**config.mk**
```make
export PLATFORM = sky130hd
export DESIGN_NAME = multi_debouncer_flat
export DESIGN_NICKNAME = d
export VERILOG_FILES = /design/src/rtl/multi_debouncer_pkg.sv /design/src/rtl/multi_debouncer_if.sv /design/src/rtl/multi_debouncer_channel.sv /design/src/rtl/multi_debouncer.sv /design/src/flat_wrapper.sv
export SDC_FILE = /design/constraint.sdc
export NUM_CORES = 1
export LEC_CHECK = 0
export CORE_MARGIN = 10
export CORE_UTILIZATION = 31
export CTS_CLUSTER_DIAMETER = 80
export DETAILED_ROUTE_END_ITERATION = 16
export PLACE_DENSITY = 0.48
export SYNTH_ARGS = -nofsm -noshare
export SYNTH_HDL_FRONTEND = slang
export SYNTH_SLANG_ARGS = --single-unit
```
**constraint.sdc**
```tcl
create_clock -name CLK -period 5.4 [get_ports CLK]
set_input_delay 0.81 -clock CLK [delete_from_list [all_inputs] [get_ports CLK]]
set_output_delay 0.81 -clock CLK [all_outputs]
set_load 0.03 [all_outputs]
```
**src/rtl/multi_debouncer_pkg.sv**
```systemverilog
// Shared defaults and helpers for the multi-channel debouncer.
package multi_debouncer_pkg;

    localparam int unsigned DEF_N_CH        = 4;
    localparam int unsigned DEF_SYNC_STAGES = 2;
    localparam int unsigned DEF_CNT_W       = 17;
    localparam int unsigned DEF_REP_W       = 0;

    // All-ones pattern of the given width, used for saturation/wrap compares.
    function automatic logic [31:0] all_ones(input int unsigned w);
        if (w >= 32) begin
            return '1;
        end
        return (32'd1 << w) - 32'd1;
    endfunction

endpackage

```
**src/rtl/multi_debouncer_if.sv**
```systemverilog
// Raw switch inputs and debounced outputs of the multi-channel debouncer.
interface multi_debouncer_if
    import multi_debouncer_pkg::*;
#(
    parameter int unsigned N_CH = DEF_N_CH
);

    logic [N_CH-1:0] switch_input;
    logic [N_CH-1:0] state;
    logic [N_CH-1:0] trans_up;
    logic [N_CH-1:0] trans_dn;
    logic [N_CH-1:0] rep;
    logic            any_event;

    modport master (
        output switch_input,
        input  state, trans_up, trans_dn, rep, any_event
    );

    modport slave (
        input  switch_input,
        output state, trans_up, trans_dn, rep, any_event
    );

endinterface

```
**src/rtl/multi_debouncer_channel.sv**
```systemverilog
// Single-bit debouncer: synchronizer, stable-interval counter, debounced
// state, registered edge pulses and optional hold-to-repeat pulse train.
module multi_debouncer_channel
    import multi_debouncer_pkg::*;
#(
    parameter int unsigned SYNC_STAGES = DEF_SYNC_STAGES,
    parameter int unsigned CNT_W       = DEF_CNT_W,
    parameter int unsigned REP_W       = DEF_REP_W,
    parameter logic        RESET_STATE = 1'b0
) (
    input  logic CLK,
    input  logic RST_N,
    input  logic din,
    output logic state,
    output logic trans_up,
    output logic trans_dn,
    output logic rep
);

    logic [SYNC_STAGES-1:0] sync;
    logic [CNT_W-1:0]       cnt;
    logic                   s;
    logic                   mismatch;
    logic                   flip;

    assign s        = sync[SYNC_STAGES-1];
    assign mismatch = (s != state);
    assign flip     = mismatch && (cnt == CNT_W'(all_ones(CNT_W)));

    // Synchronizer chain for the asynchronous raw input.
    always_ff @(posedge CLK) begin
        if (!RST_N) begin
            sync <= {SYNC_STAGES{RESET_STATE}};
        end else begin
            sync <= {sync[SYNC_STAGES-2:0], din};
        end
    end

    // Debounce counter, state flip on saturation and edge pulses.
    always_ff @(posedge CLK) begin
        if (!RST_N) begin
            cnt      <= '0;
            state    <= RESET_STATE;
            trans_up <= 1'b0;
            trans_dn <= 1'b0;
        end else begin
            trans_up <= flip && !state;
            trans_dn <= flip && state;
            if (flip) begin
                state <= ~state;
                cnt   <= '0;
            end else if (mismatch) begin
                cnt <= cnt + 1'b1;
            end else begin
                cnt <= '0;
            end
        end
    end

    if (REP_W > 0) begin : g_rep
        logic [REP_W-1:0] rcnt;
        logic             rep_hit;

        assign rep_hit = (rcnt == REP_W'(all_ones(REP_W)));

        // Repeat counter runs only while held high; cleared on the rising
        // flip edge so the first pulse lands a full period after trans_up,
        // and suppressed on the falling flip so it never overlaps trans_dn.
        always_ff @(posedge CLK) begin
            if (!RST_N) begin
                rcnt <= '0;
                rep  <= 1'b0;
            end else begin
                rep <= state && !flip && rep_hit;
                if (!state || flip) begin
                    rcnt <= '0;
                end else begin
                    rcnt <= rcnt + 1'b1;
                end
            end
        end
    end else begin : g_no_rep
        assign rep = 1'b0;
    end

endmodule

```
**src/rtl/multi_debouncer.sv**
```systemverilog
// N-channel switch debouncer: one channel instance per input bit plus a
// registered any_event summary of all pulses.
module multi_debouncer
    import multi_debouncer_pkg::*;
#(
    parameter int unsigned N_CH        = DEF_N_CH,
    parameter int unsigned SYNC_STAGES = DEF_SYNC_STAGES,
    parameter int unsigned CNT_W       = DEF_CNT_W,
    parameter int unsigned REP_W       = DEF_REP_W,
    parameter logic        RESET_STATE = 1'b0
) (
    input logic              CLK,
    input logic              RST_N,
    multi_debouncer_if.slave bus
);

    logic [N_CH-1:0] state_v;
    logic [N_CH-1:0] up_v;
    logic [N_CH-1:0] dn_v;
    logic [N_CH-1:0] rep_v;
    logic            any_q;

    for (genvar i = 0; i < N_CH; i++) begin : g_ch
        multi_debouncer_channel #(
            .SYNC_STAGES (SYNC_STAGES),
            .CNT_W       (CNT_W),
            .REP_W       (REP_W),
            .RESET_STATE (RESET_STATE)
        ) u_ch (
            .CLK      (CLK),
            .RST_N    (RST_N),
            .din      (bus.switch_input[i]),
            .state    (state_v[i]),
            .trans_up (up_v[i]),
            .trans_dn (dn_v[i]),
            .rep      (rep_v[i])
        );
    end

    // One-cycle-delayed OR of every registered pulse on every channel.
    always_ff @(posedge CLK) begin
        if (!RST_N) begin
            any_q <= 1'b0;
        end else begin
            any_q <= |(up_v | dn_v | rep_v);
        end
    end

    assign bus.state     = state_v;
    assign bus.trans_up  = up_v;
    assign bus.trans_dn  = dn_v;
    assign bus.rep       = rep_v;
    assign bus.any_event = any_q;

endmodule

```
**src/flat_wrapper.sv**
```systemverilog
// flat-port wrapper written by rule: the top's interface ports become plain ports
module multi_debouncer_flat import multi_debouncer_pkg::*;
#(
    parameter int unsigned N_CH        = DEF_N_CH,
    parameter int unsigned SYNC_STAGES = DEF_SYNC_STAGES,
    parameter int unsigned CNT_W       = DEF_CNT_W,
    parameter int unsigned REP_W       = DEF_REP_W,
    parameter logic        RESET_STATE = 1'b0
)
  (CLK, RST_N, bus_switch_input, bus_state, bus_trans_up, bus_trans_dn, bus_rep, bus_any_event);
  multi_debouncer_if #(.N_CH(N_CH)) bus_i ();
  input logic CLK;
  input logic RST_N;
  input wire logic [$bits(bus_i.switch_input)-1:0] bus_switch_input;
  output wire logic [$bits(bus_i.state)-1:0] bus_state;
  output wire logic [$bits(bus_i.trans_up)-1:0] bus_trans_up;
  output wire logic [$bits(bus_i.trans_dn)-1:0] bus_trans_dn;
  output wire logic [$bits(bus_i.rep)-1:0] bus_rep;
  output wire logic [$bits(bus_i.any_event)-1:0] bus_any_event;
  assign bus_i.switch_input = bus_switch_input;
  assign bus_state = bus_i.state;
  assign bus_trans_up = bus_i.trans_up;
  assign bus_trans_dn = bus_i.trans_dn;
  assign bus_rep = bus_i.rep;
  assign bus_any_event = bus_i.any_event;
  multi_debouncer #(.N_CH(N_CH), .SYNC_STAGES(SYNC_STAGES), .CNT_W(CNT_W), .REP_W(REP_W), .RESET_STATE(RESET_STATE)) u_core (.CLK(CLK), .RST_N(RST_N), .bus(bus_i));
endmodule
```
=== After elaboration in Yosys (flattened, before gate mapping) ===
Cells that the tools add are included.

* Register bits: 89
* Input port bits: 6
* Word-level logic and storage cells: 64

* Add/sub/neg operators: 4
* Eq/ne operators: 8
* Bitwise gates (word level): 10
* Reductions and logical operators: 21

{| class="wikitable"
|+ Operator list
! kind !! count
|-
| 17-bit by 1-bit adder with 17-bit output, second input constant || 4
|-
| 17-bit equality test, second input constant || 4
|-
| 1-bit logical AND || 12
|-
| 3-bit OR reduction || 4
|-
| 1-bit inverter || 9
|-
| 1-bit logical NOT || 4
|-
| 1-bit != test || 4
|-
| 4-bit bitwise OR || 1
|-
| 4-bit OR reduction || 1
|}

=== Logic depth before layout (Yosys ltp) ===
* Depth after elaboration: 3
* Mapped depth: 9
* Mapped depth without buffers: 8

=== By module ===
Synthesis repeated with hierarchy kept, for this count alone.

* Cell total of the unflattened synthesis: 409
* Area total of the unflattened synthesis: 3803.6 µm²

{| class="wikitable"
|+ Modules (own cells, without submodules)
! module !! instances !! cells each !! area an instance (µm²) !! seq. area each (µm²)
|-
| multi_debouncer_channel (u_core.g_ch[0].u_ch ...) || 3 || 101 || 950.9 || 440.4
|-
| multi_debouncer_channel (u_core.g_ch[2].u_ch) || 1 || 100 || 902.1 || 440.4
|-
| multi_debouncer || 1 || 6 || 48.8 || 20.0
|}

=== Least setup slack after synthesis ===
Ideal clock, no wire load.

* Path type: reg2reg
* From: reg u_core.g_ch[0].u_ch.cnt[0]
* To: reg u_core.g_ch[0].u_ch.cnt[10]
* Data arrival time: 2.085 ns
* Data required time: 5.272 ns
* Setup slack: 3.188 ns
* Cell stages (with the launch flop): 9
* Buffers on the path: 1
* Period minus slack after synthesis: 2.212 ns
* Cell sequence: dfxtp_1 ha_1 nand3_1 nor4_1 and3_1 ha_1 nand3b_1 clkbuf_1 nor2_1

* Word-level cells in the longest chain between the ends: 3
* Elaborated cells between the ends (all ways): 4
* Classes of those cells: add/sub (1); eq/ne (1); reduce/logical (2)

{| class="wikitable"
|+ RTL lines
! what !! line !! source
|-
| from (decl) || multi_debouncer_channel.sv:21 || <nowiki>logic [CNT_W-1:0] cnt;</nowiki>
|-
| from (signal assigned) || multi_debouncer_channel.sv:53 || <nowiki>cnt <= cnt + 1'b1;</nowiki>
|-
| branches (longest 3 deep; another with 17-bit by 1-bit adder with 17-bit output) || n/a ||
|}

Parallel ways; which one is timed is not known.
A chain may end at the register's enable or synchronous reset.

=== Final worst setup path ===
* From: in RST_N
* To: reg u_core.g_ch[3].u_ch.cnt[15]

* Word-level cells in the longest chain between the ends: 2

{| class="wikitable"
|+ RTL lines
! what !! line !! source
|-
| from (decl) || flat_wrapper.sv:13 || <nowiki>input logic RST_N;</nowiki>
|-
| 1-bit inverter (no line) || n/a ||
|-
| 3-bit OR reduction (no line) || n/a ||
|-
| to (signal assigned) || multi_debouncer_channel.sv:53 ||
|-
| to (decl) || multi_debouncer_channel.sv:21 ||
|}

No other way between the ends.

==> qor.csv <==
stage,metric,value,unit
place,DP Wirelength,4650,um
place,DP Cell Count,548,
layout,number of nets in the layout,430,
place,IO Port Bufs,18,
clock_network,Post-CTS Resized,0,
layout,sequential cell area in the final layout,0.00178,mm^2
logic_synthesis,share of the yosys chip area belonging to registers,0.479,
layout,Area growth syn-to-layout,13.9,%
worst_setup_path,CP Max Fanout,23,
clock_network,root buf cell,sky130_fd_sc_hd__clkbuf_16,
worst_setup_path,critical path type,in2reg,
power,leakage dissipation,1.31,nW
floorplan,Die H,130,um
grt,initial antenna violation count,0,
logic_synthesis,top_reg_cell synth,sky130_fd_sc_hd__dfxtp_1,
layout,most common library cell in the layout ignoring fill and taps,sky130_fd_sc_hd__dfxtp_1,
clock_network,number of setup buffers added after CTS,0,
logic_synthesis,number of cells produced by synthesis,408,
logic_synthesis,"Async S/R FF share, synth",0,
logic_synthesis,register bit total from synthesis,89,
floorplan,die outline width,130,um
layout,antenna diode instance count,0,
worst_setup_path,Crit. End Element,flop,
worst_setup_path,worst reg2reg setup slack,2.86,ns
drt,routed wire length,6720,um
worst_setup_path,Worst Path Arrival,2.91,ns
floorplan,initial core utilization,0.322,
timing,tightest slew margin relative to the limit,0.536,
power,maximum ir drop on the vdd rail,155,uV
drt,first-pass iteration count of the detailed router,4,
clock_network,"Clk pin slew, worst setup/hold paths",0.06,ns
timing,setup_tns,0,ns
timing,maximum clock rate,0.380,GHz
timing,final hold violation count,0,
floorplan,area of the placeable core,0.0116,mm^2
timing,clock period minus final worst setup slack,2.63,ns
drt,final routed DRC violation total,0,
floorplan,area enclosed by the die boundary,0.0168,mm^2
layout,highest-count cells in the layout ignoring fill and taps,"sky130_fd_sc_hd__dfxtp_1 (89), sky130_fd_sc_hd__nor2_1 (62), sky130_fd_sc_hd__xnor2_1 (35)",
logic_synthesis,count of yosys warnings during synthesis,0,
drt,number of design-rule violations left by the first detailed-router iteration,108,
drt,Via Count,2589,
drt,post-DR wirelength/cell,11.9,um
status,outcome,completed,
worst_setup_path,critical path required time,5.68,ns
clock_network,count of clock tree sinks,89,
layout,fraction of final layout cells with drive strength greater than 1,0.0451,
place,routability cong.,0.748,
grt,global routing usage summed across all routing layers,0.0877,
clock_network,post-cts hold buffer count,0,
grt,vias in the first global route,2535,
layout,final core occ,0.366,
timing,post-route clock period utilization,0.488,
grt,largest net degree at the start of global routing,24,
timing,PnR worst setup slack,2.77,ns
drt,post-detailed-route count of antenna-violating nets,0,
grt,wire length of the first global-routing pass,11900,um
drt,via count normalized by instance count,4.59,
power,power density cells,309,mW/mm^2
layout,layout filler cell count,1154,
timing,Max Transition Viols Final,0,
logic_synthesis,number of unique standard cell types used by synthesis,36,
floorplan,Ports,23,
clock_network,number of buffers inserted during clock tree synthesis,9,
place,worst slack at placement,2.38,ns
grt,Overflow after GRT,0,
timing,setup repair after global routing missed its margin,false,
clock_network,TritonCTS clock tree,yes,
layout,Multi-input gate area,0.00174,mm^2
power,overall power consumption,1.31,mW
worst_setup_path,sort of element at the start of the critical path,input pin,
hold_path,HP Class,reg2reg,
floorplan,row count,39,
timing,setup violators final,0,
clock_network,worst skew pair latency,0.33,ns
flow_run,maximum capacitance violations,0,
logic_synthesis,Post-synth EDFFs,0,
logic_synthesis,syn_area_per_cell,9.11,um^2
timing,final setup skew,0.00609,ns
clock_network,buffer depth of the longest clock path,2,
timing,transition time of the tightest slew-check pin,0.694,ns
clock_network,# H-tree levels,3,
logic_synthesis,synthesized area,0.00372,mm^2
layout,filler-free cell count of the finished design,564,
==> through the flow <==
step	hold slack, ns	area [um^2]
CTS	0.433	4240
global route	0.447	4240
detailed placement	0.419	3940
global placement	0.414	3940
finish	0.431	4240
floorplan	0.412	3730
==> per-layer routing <==
metal  vias to the layer above  track usage  wire length, um
met5                         -            0                0
met4                         0       0.0377              113
met3                         9       0.0330              295
met2                        24        0.137             3080
met1                      1184        0.106             3230
li1                       1372            -                -
==> synth_stat cells (7+ instances only) <==
cell type / n / area, um^2
sky130_fd_sc_hd__xnor2_1: 35 / 307
sky130_fd_sc_hd__and2_1: 13 / 81.3
sky130_fd_sc_hd__nand2_1: 21 / 78.8
sky130_fd_sc_hd__nand3_1: 23 / 115
sky130_fd_sc_hd__o21ai_0: 7 / 35.0
sky130_fd_sc_hd__buf_4: 16 / 120
sky130_fd_sc_hd__nor4_1: 10 / 62.6
sky130_fd_sc_hd__nor2_1: 62 / 233
sky130_fd_sc_hd__ha_1: 8 / 100
sky130_fd_sc_hd__dfxtp_1: 89 / 1780
sky130_fd_sc_hd__a21oi_1: 7 / 35.0
sky130_fd_sc_hd__nor3_1: 18 / 90.1
sky130_fd_sc_hd__inv_1: 15 / 56.3
sky130_fd_sc_hd__xor2_1: 15 / 131
sky130_fd_sc_hd__nand4_1: 16 / 100
sky130_fd_sc_hd__nor3b_1: 10 / 75.1
==> worst max-delay path, cell delays in order <==
cell                              delay (ns)
sky130_fd_sc_hd__clkdlybuf4s50_1        0.86
sky130_fd_sc_hd__nand3b_1               0.64
sky130_fd_sc_hd__a211oi_1               0.44
sky130_fd_sc_hd__a31o_2                 0.15
==> layout make-up <==
cell class                      instances  area share
Timing Repair Buffer                   18      0.0425
Inverter                               15      0.0133
Multi-Input combinational cell        283       0.411
Tap cell                              143      0.0422
Clock inverter                          4      0.0124
Sequential cell                        89       0.421
Clock buffer                           12      0.0582
==> flip-flops by register name, indices dropped and copies added (netlist names) <==
signal                     count
u_core.g_ch.u_ch.sync          8
u_core.g_ch.u_ch.trans_dn      4
u_core.g_ch.u_ch.trans_up      4
u_core.g_ch.u_ch.cnt          68
u_core.bus.any_event           1
u_core.g_ch.u_ch.state         4
==> power by group <==
part	switching (mW)	internal, mW
combinational	0.0115	0.00727
clock	0.255	0.372
sequential	0.00258	0.660
==> cell families after synthesis <==
logic type,count (synthesis),synth area share
flip-flops,89,0.479
multiplexers,5,0.0135
AO/OA/AOI/OAI,18,0.0276
adder cells (fa/ha/maj),8,0.0269
XOR/XNOR,50,0.118
AND/OR/NAND/NOR,198,0.278
buffers and inverters,39,0.0562
other,1,0.00101
==> final timing paths <==
kind                                                  start                           to  cells after the start
worst min-delay path            u_core.g_ch[1].u_ch.sync[0]  u_core.g_ch[1].u_ch.sync[1]                      1
worst min register to register  u_core.g_ch[1].u_ch.sync[0]  u_core.g_ch[1].u_ch.sync[1]                      1
worst max register to register   u_core.g_ch[3].u_ch.cnt[0]  u_core.g_ch[3].u_ch.cnt[15]                      8
worst max-delay path                                  RST_N  u_core.g_ch[3].u_ch.cnt[15]                      4
No activity file was read; power rests on OpenSTA's default activity.
